### config.mk
export PLATFORM = sky130hd
export DESIGN_NAME = ahb3lite_apb_bridge
export DESIGN_NICKNAME = d
export VERILOG_FILES = /design/src/rtl/ahb3lite_pkg.sv /design/src/rtl/ahb3lite_apb_bridge.sv
export SDC_FILE = /design/constraint.sdc
export NUM_CORES = 1
export LEC_CHECK = 0
export CAP_MARGIN = 25
export CORE_MARGIN = 4
export CORE_UTILIZATION = 36
export DETAILED_ROUTE_END_ITERATION = 8
export PLACE_DENSITY = 0.82
export SLEW_MARGIN = 25
export SYNTH_ARGS = -nofsm -noshare
export SYNTH_HDL_FRONTEND = slang
export SYNTH_SLANG_ARGS = --single-unit
### constraint.sdc
create_clock -name HCLK -period 1.8 [get_ports HCLK]
set_input_delay 0.36 -clock HCLK [delete_from_list [all_inputs] [get_ports HCLK]]
set_output_delay 0.36 -clock HCLK [all_outputs]
set_load 0.005 [all_outputs]
### src/rtl/ahb3lite_pkg.sv
// AHB3-Lite encodings plus the bridge state type and lane/size helpers.
package ahb3lite_pkg;

  localparam int HTRANS_SIZE = 2;
  localparam int HSIZE_SIZE  = 3;
  localparam int HBURST_SIZE = 3;
  localparam int HPROT_SIZE  = 4;

  localparam logic [HTRANS_SIZE-1:0] HTRANS_IDLE   = 2'b00;
  localparam logic [HTRANS_SIZE-1:0] HTRANS_BUSY   = 2'b01;
  localparam logic [HTRANS_SIZE-1:0] HTRANS_NONSEQ = 2'b10;
  localparam logic [HTRANS_SIZE-1:0] HTRANS_SEQ    = 2'b11;

  localparam logic [HSIZE_SIZE-1:0] HSIZE_BYTE  = 3'b000;
  localparam logic [HSIZE_SIZE-1:0] HSIZE_HWORD = 3'b001;
  localparam logic [HSIZE_SIZE-1:0] HSIZE_WORD  = 3'b010;
  localparam logic [HSIZE_SIZE-1:0] HSIZE_DWORD = 3'b011;

  localparam logic HRESP_OKAY  = 1'b0;
  localparam logic HRESP_ERROR = 1'b1;

  typedef enum logic [2:0] {
    ST_IDLE,
    ST_LATCH,
    ST_SETUP,
    ST_ACCESS,
    ST_ERR1,
    ST_ERR2
  } bridge_state_t;

  // Which APB-wide slice of the AHB data bus the byte address selects.
  function automatic int unsigned lane_index(input logic [31:0] addr,
                                             input int unsigned hbytes,
                                             input int unsigned pbytes);
    return (addr % hbytes) / pbytes;
  endfunction

  function automatic logic size_legal(input logic [HSIZE_SIZE-1:0] hsize,
                                      input int unsigned pbytes);
    return (32'd1 << hsize) <= pbytes;
  endfunction

endpackage

### src/rtl/ahb3lite_apb_bridge.sv
// AHB3-Lite slave that turns single AHB transfers into APB3 accesses on the
// same clock, narrowing the data bus and mapping PSLVERR to an ERROR response.
module ahb3lite_apb_bridge
  import ahb3lite_pkg::*;
#(
  parameter int HADDR_SIZE = 32,
  parameter int HDATA_SIZE = 32,
  parameter int PADDR_SIZE = 8,
  parameter int PDATA_SIZE = 8
) (
  input  logic                   HCLK,
  input  logic                   HRESET,
  input  logic                   HSEL,
  input  logic [HADDR_SIZE-1:0]  HADDR,
  input  logic [HDATA_SIZE-1:0]  HWDATA,
  output logic [HDATA_SIZE-1:0]  HRDATA,
  input  logic                   HWRITE,
  input  logic [HSIZE_SIZE-1:0]  HSIZE,
  input  logic [HBURST_SIZE-1:0] HBURST,
  input  logic [HPROT_SIZE-1:0]  HPROT,
  input  logic [HTRANS_SIZE-1:0] HTRANS,
  input  logic                   HMASTLOCK,
  input  logic                   HREADY,
  output logic                   HREADYOUT,
  output logic                   HRESP,
  output logic                   PSEL,
  output logic                   PENABLE,
  output logic                   PWRITE,
  output logic [PADDR_SIZE-1:0]  PADDR,
  output logic [PDATA_SIZE-1:0]  PWDATA,
  input  logic [PDATA_SIZE-1:0]  PRDATA,
  input  logic                   PREADY,
  input  logic                   PSLVERR,
  output bridge_state_t          state
);

  localparam int unsigned HBYTES = HDATA_SIZE / 8;
  localparam int unsigned PBYTES = PDATA_SIZE / 8;
  localparam int unsigned LANES  = HDATA_SIZE / PDATA_SIZE;

  logic [HADDR_SIZE-1:0] haddr_q;
  logic                  hwrite_q;
  logic [HSIZE_SIZE-1:0] hsize_q;
  logic                  accept;
  logic                  legal;
  int unsigned           lane;
  logic [PDATA_SIZE-1:0] wdata_lane;
  logic                  unused;

  assign accept = HSEL & HREADY & ((HTRANS == HTRANS_NONSEQ) | (HTRANS == HTRANS_SEQ));
  assign legal  = size_legal(HSIZE, PBYTES);
  // The lane comes from the latched address: HADDR already belongs to the next beat.
  assign lane   = lane_index(32'(haddr_q), HBYTES, PBYTES);
  assign unused = ^{HBURST, HPROT, HMASTLOCK, hsize_q, haddr_q};

  always_comb begin
    wdata_lane = HWDATA[PDATA_SIZE-1:0];
    for (int unsigned i = 0; i < LANES; i++) begin
      if (lane == i) wdata_lane = HWDATA[i*PDATA_SIZE +: PDATA_SIZE];
    end
  end

  always_ff @(posedge HCLK) begin
    if (HRESET) begin
      state     <= ST_IDLE;
      HREADYOUT <= 1'b1;
      HRESP     <= HRESP_OKAY;
      HRDATA    <= '0;
      PSEL      <= 1'b0;
      PENABLE   <= 1'b0;
      PWRITE    <= 1'b0;
      PADDR     <= '0;
      PWDATA    <= '0;
      haddr_q   <= '0;
      hwrite_q  <= 1'b0;
      hsize_q   <= '0;
    end else begin
      case (state)
        ST_LATCH: begin
          PWDATA <= wdata_lane;
          PADDR  <= haddr_q[PADDR_SIZE-1:0];
          PWRITE <= 1'b1;
          PSEL   <= 1'b1;
          state  <= ST_SETUP;
        end
        ST_SETUP: begin
          PENABLE <= 1'b1;
          state   <= ST_ACCESS;
        end
        ST_ACCESS: begin
          if (PREADY) begin
            PSEL    <= 1'b0;
            PENABLE <= 1'b0;
            if (PSLVERR) begin
              HRESP <= HRESP_ERROR;
              state <= ST_ERR1;
            end else begin
              HREADYOUT <= 1'b1;
              if (!hwrite_q) HRDATA <= {LANES{PRDATA}};
              state <= ST_IDLE;
            end
          end
        end
        ST_ERR1: begin
          HREADYOUT <= 1'b1;
          state     <= ST_ERR2;
        end
        default: begin
          // IDLE and ERR2 both sample a new address phase.
          HREADYOUT <= 1'b1;
          HRESP     <= HRESP_OKAY;
          state     <= ST_IDLE;
          if (accept) begin
            haddr_q   <= HADDR;
            hwrite_q  <= HWRITE;
            hsize_q   <= HSIZE;
            HREADYOUT <= 1'b0;
            if (!legal) begin
              HRESP <= HRESP_ERROR;
              state <= ST_ERR1;
            end else if (HWRITE) begin
              state <= ST_LATCH;
            end else begin
              PSEL    <= 1'b1;
              PENABLE <= 1'b0;
              PWRITE  <= 1'b0;
              PADDR   <= HADDR[PADDR_SIZE-1:0];
              state   <= ST_SETUP;
            end
          end
        end
      endcase
    end
  end

endmodule

==> reports/qor.json <==
{
  "outcome": {
    "outcome": "finished, final reports clean"
  },
  "sta": {
    "sum_neg_setup_slack_ns": 0,
    "final_hold_viol_count": 0,
    "setup_viol_count_final": 0,
    "period_needed_ns": 1.74,
    "maxSlewHeadroom": 0.694,
    "setup_ws_ns": 0.0638,
    "skew_ns": 0.00558,
    "report.final.slew_viol_count": 0,
    "grt_setup_unrepaired": "false",
    "worstMarginPinSlew_ns": 0.454,
    "maxClockFrequency_mhz": 576,
    "post-route-period-util": 0.965
  },
  "routing": {
    "detail_route.first_pass.iterations": 4,
    "drtIter0Drc": 55,
    "drc": 0,
    "antenna_violating_nets_post_route": 0,
    "routed_wirelength_um": 6060,
    "dr_total_vias": 2106,
    "via_per_inst": 5.06,
    "avgRoutedWirePerCell_um": 14.6
  },
  "cts": {
    "cts_buffers": 5,
    "cts.hold.buffers_added": 0,
    "clock_latency_ns": 0.28,
    "clock_path_buffers": 2,
    "cts.sink_count": 41,
    "clockRootBuffer": "clkbuf_8",
    "cts-htree-levels": 2,
    "clk_pin_slew_ns": 0.08,
    "post_cts_buffers": 0,
    "cts_tree": "done"
  },
  "worst_setup_path": {
    "worstReg2RegStart": "state[2]$_SDFFE_PP0N_",
    "startpoint_type": "register",
    "reg2reg_setup_slack_ns": 0.19,
    "critPathMaxFanout": 10,
    "kind_of_end_point_of_the_critical_path": "primary output",
    "crit_path_max_incr_delay_ns": 0.51,
    "cpLargestDelayFamily": "buffers and inverters",
    "critPathRequiredTime_ns": 1.44,
    "worstSetupPathType": "reg -> out",
    "crit_path_top_delay_cell": "clkdlybuf4s50_1",
    "reg2reg_to": "HRDATA[23]$_SDFFE_PP0P_",
    "worstPathCellList": "buf_4, clkdlybuf4s50_1",
    "cp.buffers_inverters": 2,
    "data_arrival_time_of_the_worst_path_ns": 1.38,
    "timing.reg2reg.worst_path_depth": 5
  },
  "die": {
    "floorplan.core_area_um2": 5680,
    "starting_utilization_of_the_core_area": 0.381,
    "chipHeight_um": 85.5,
    "design.die.area_um2": 7310,
    "rows": 27,
    "boundary_pins": 148,
    "fp.dieW_um": 85.5
  },
  "pwr": {
    "switching_share": 0.282,
    "switchingPower_w": 0.000656,
    "power.share.combinational": 0.300,
    "vdd_ir_drop_max_v": 0.000341,
    "p_clk_frac": 0.252,
    "power_frac_seq": 0.448,
    "power.density_cell_area_nw_per_um2": 684,
    "internal_power_w": 0.00167,
    "leakagePower_nw": 1.26
  },
  "synth": {
    "postSynthRegisterBits": 41,
    "synth_warnings": 0,
    "syn-cell-area_um2": 2160,
    "synthDistinctLibCells": 38,
    "synth_seq_area_share": 0.380,
    "netlist_instances": 240,
    "post_synth.cell_area_avg_um2": 9.01,
    "synth.net_count": 332
  },
  "worst_hold_path": {
    "hold_path_class": "reg -> reg",
    "worstHoldPathCells": 2,
    "min_delay_worst_endpoint": "PWDATA[1]$_SDFFE_PP0P_",
    "worst_hold_startpoint": "PWDATA[1]$_SDFFE_PP0P_"
  },
  "placement": {
    "detailed_place_hpwl_um": 4800,
    "detailedPlace.worstSlack_ns": -0.186,
    "place_congestion": 0.875,
    "port_buffers": 114
  },
  "global_routing": {
    "grt.overflow.total": 0,
    "grt_pass1_vias": 2005,
    "maximum_number_of_pins_on_one_net_before_global_route_repair": 21,
    "total_routing_usage_gr": 0.162,
    "antenna_found_initial": 0,
    "grt_first_pass_wirelength_um": 9560
  },
  "final_layout": {
    "drive_above_1_share": 0.140,
    "layout_common_cells": "clkdlybuf4s50_1 (114), dfxtp_1 (38), nand2_1 (37)",
    "mostFrequentLayoutCell": "clkdlybuf4s50_1",
    "area_growth_pct": 57.1,
    "finalNetCount": 435,
    "antenna_cells_inserted": 0
  },
  "job": {
    "max_cap_violations": 0
  }
}
-- cells by family (layout without fill, tap and decap cells) --
group | after synthesis | after routing | synth area share
flops | 41 | 41 | 0.380
xor+xnor | 1 | 1 | 0.00405
compound gates | 49 | 49 | 0.147
mux | 26 | 26 | 0.167
simple gates | 78 | 78 | 0.164
buf+inv | 44 | 148 | 0.134
fa+ha+maj | 1 | 1 | 0.00463
-- stage by stage --
step | std cells | hold WS, ns | instance area [µm²] | util | power, W
floorplan | 240 | 0.452 | 2160 | - | 0.00139
detailed placement | 408 | 0.450 | 3300 | 0.582 | 0.00176
finish | 416 | 0.457 | 3400 | 0.599 | 0.00233
CTS | 416 | 0.461 | 3390 | 0.598 | 0.00235
global route | 416 | 0.483 | 3400 | 0.599 | 0.00246
global placement | 408 | 0.442 | 3300 | 0.582 | 0.00174
-- worst reg2reg max path: cells and delay by family, from the launching register on --
| kind | cells | cell delay, ns |
|---|---|---|
| buffers and inverters | 1 | 0.20 |
| and+or+nand+nor | 3 | 0.75 |
| DFF | 1 | 0.37 |
| muxes | 1 | 0.19 |
-- what timing repair did --
item,4_1_cts,5_1_grt
pin swaps,0,1
endpoints found under the setup margin,2,3
resized for setup,2,2
-- state kept, by name, summed over array words and instances, names as in the netlist --
register,cells
HRDATA,8
HREADYOUT,1
HRESP,1
PADDR,8
PENABLE,1
PSEL,1
PWDATA,8
PWRITE,1
haddr_q,8
hwrite_q,1
state,3
-- cell usage after synthesis --
cell type | instances | area, µm²
a21oi_1 | 15 | 75.1
o311ai_0 | 1 | 8.76
mux4_2 | 8 | 180
nand2_1 | 37 | 139
a2111oi_0 | 1 | 8.76
a31o_2 | 1 | 8.76
or4b_1 | 1 | 10.0
clkbuf_1 | 5 | 18.8
a311oi_1 | 8 | 70.1
a32oi_1 | 1 | 8.76
mux2i_1 | 18 | 180
nand2b_1 | 2 | 12.5
nor2_4 | 1 | 11.3
and3_1 | 2 | 12.5
a21o_1 | 1 | 7.51
o21bai_1 | 1 | 7.51
or2_2 | 1 | 6.26
nor4_2 | 1 | 12.5
nand3_1 | 2 | 10.0
o21a_1 | 1 | 7.51
a31oi_1 | 11 | 68.8
or2b_1 | 1 | 7.51
nor2b_1 | 2 | 12.5
nand3b_1 | 2 | 15.0
xnor2_1 | 1 | 8.76
nor2_1 | 24 | 90.1
o21ai_0 | 5 | 25.0
maj3_1 | 1 | 10.0
nor3_1 | 1 | 5.00
clkbuf_2 | 1 | 5.00
buf_2 | 5 | 25.0
o211ai_1 | 1 | 7.51
dfxtp_1 | 41 | 821
buf_4 | 31 | 233
a211oi_1 | 1 | 7.51
or3_4 | 1 | 11.3
o22ai_1 | 1 | 6.26
inv_1 | 2 | 7.51
-- power by group through the flow --
| stage | clock network (W) | logic (W) | registers [W] |
|---|---|---|---|
| after floorplan | 0 | 0.000342 | 0.00105 |
| after global placement | 0 | 0.000687 | 0.00106 |
| after detailed placement | 0 | 0.000698 | 0.00106 |
| after CTS | 0.000608 | 0.000702 | 0.00104 |
| after global routing | 0.000650 | 0.000760 | 0.00105 |
| final | 0.000587 | 0.000697 | 0.00104 |
-- area by class of cell --
cell class | count | area (µm²)
clock inverter | 3 | 17.5
sequential | 41 | 827
timing repair buffer | 138 | 1330
tap | 72 | 90.1
clock buffer | 5 | 68.8
multi-input combinational | 155 | 1050
fill | 512 | 2280
inverter | 2 | 7.51
-- layer usage --
metal | vias to the layer above | share of wire | global-route usage
met5 | - | 0 | 0
met4 | 0 | 0.0048 | 0.0417
met3 | 4 | 0.10 | 0.0509
met2 | 91 | 0.50 | 0.282
met1 | 981 | 0.40 | 0.191
li1 | 1030 | - | -
-- worst max path at each step --
stage / from / end / slack [ns] / cells after the start
3_3_place_gp: HWRITE / PADDR[5]$_SDFFE_PP0P_ / -0.16 / 7
4_1_cts: state[1]$_SDFFE_PP0N_ / state[1] / 0.006 / 2
5_1_grt: state[2]$_SDFFE_PP0N_ / state[2] / 0.0003 / 2
6_report: state[1]$_SDFFE_PP0N_ / state[1] / 0.06 / 2
2_1_floorplan: state[0]$_SDFFE_PP0N_ / haddr_q[0]$_SDFFE_PP0P_ / 0.26 / 6
3_5_place_dp: HWRITE / PADDR[7]$_SDFFE_PP0P_ / -0.19 / 7
No activity file was read; power rests on OpenSTA's default activity.
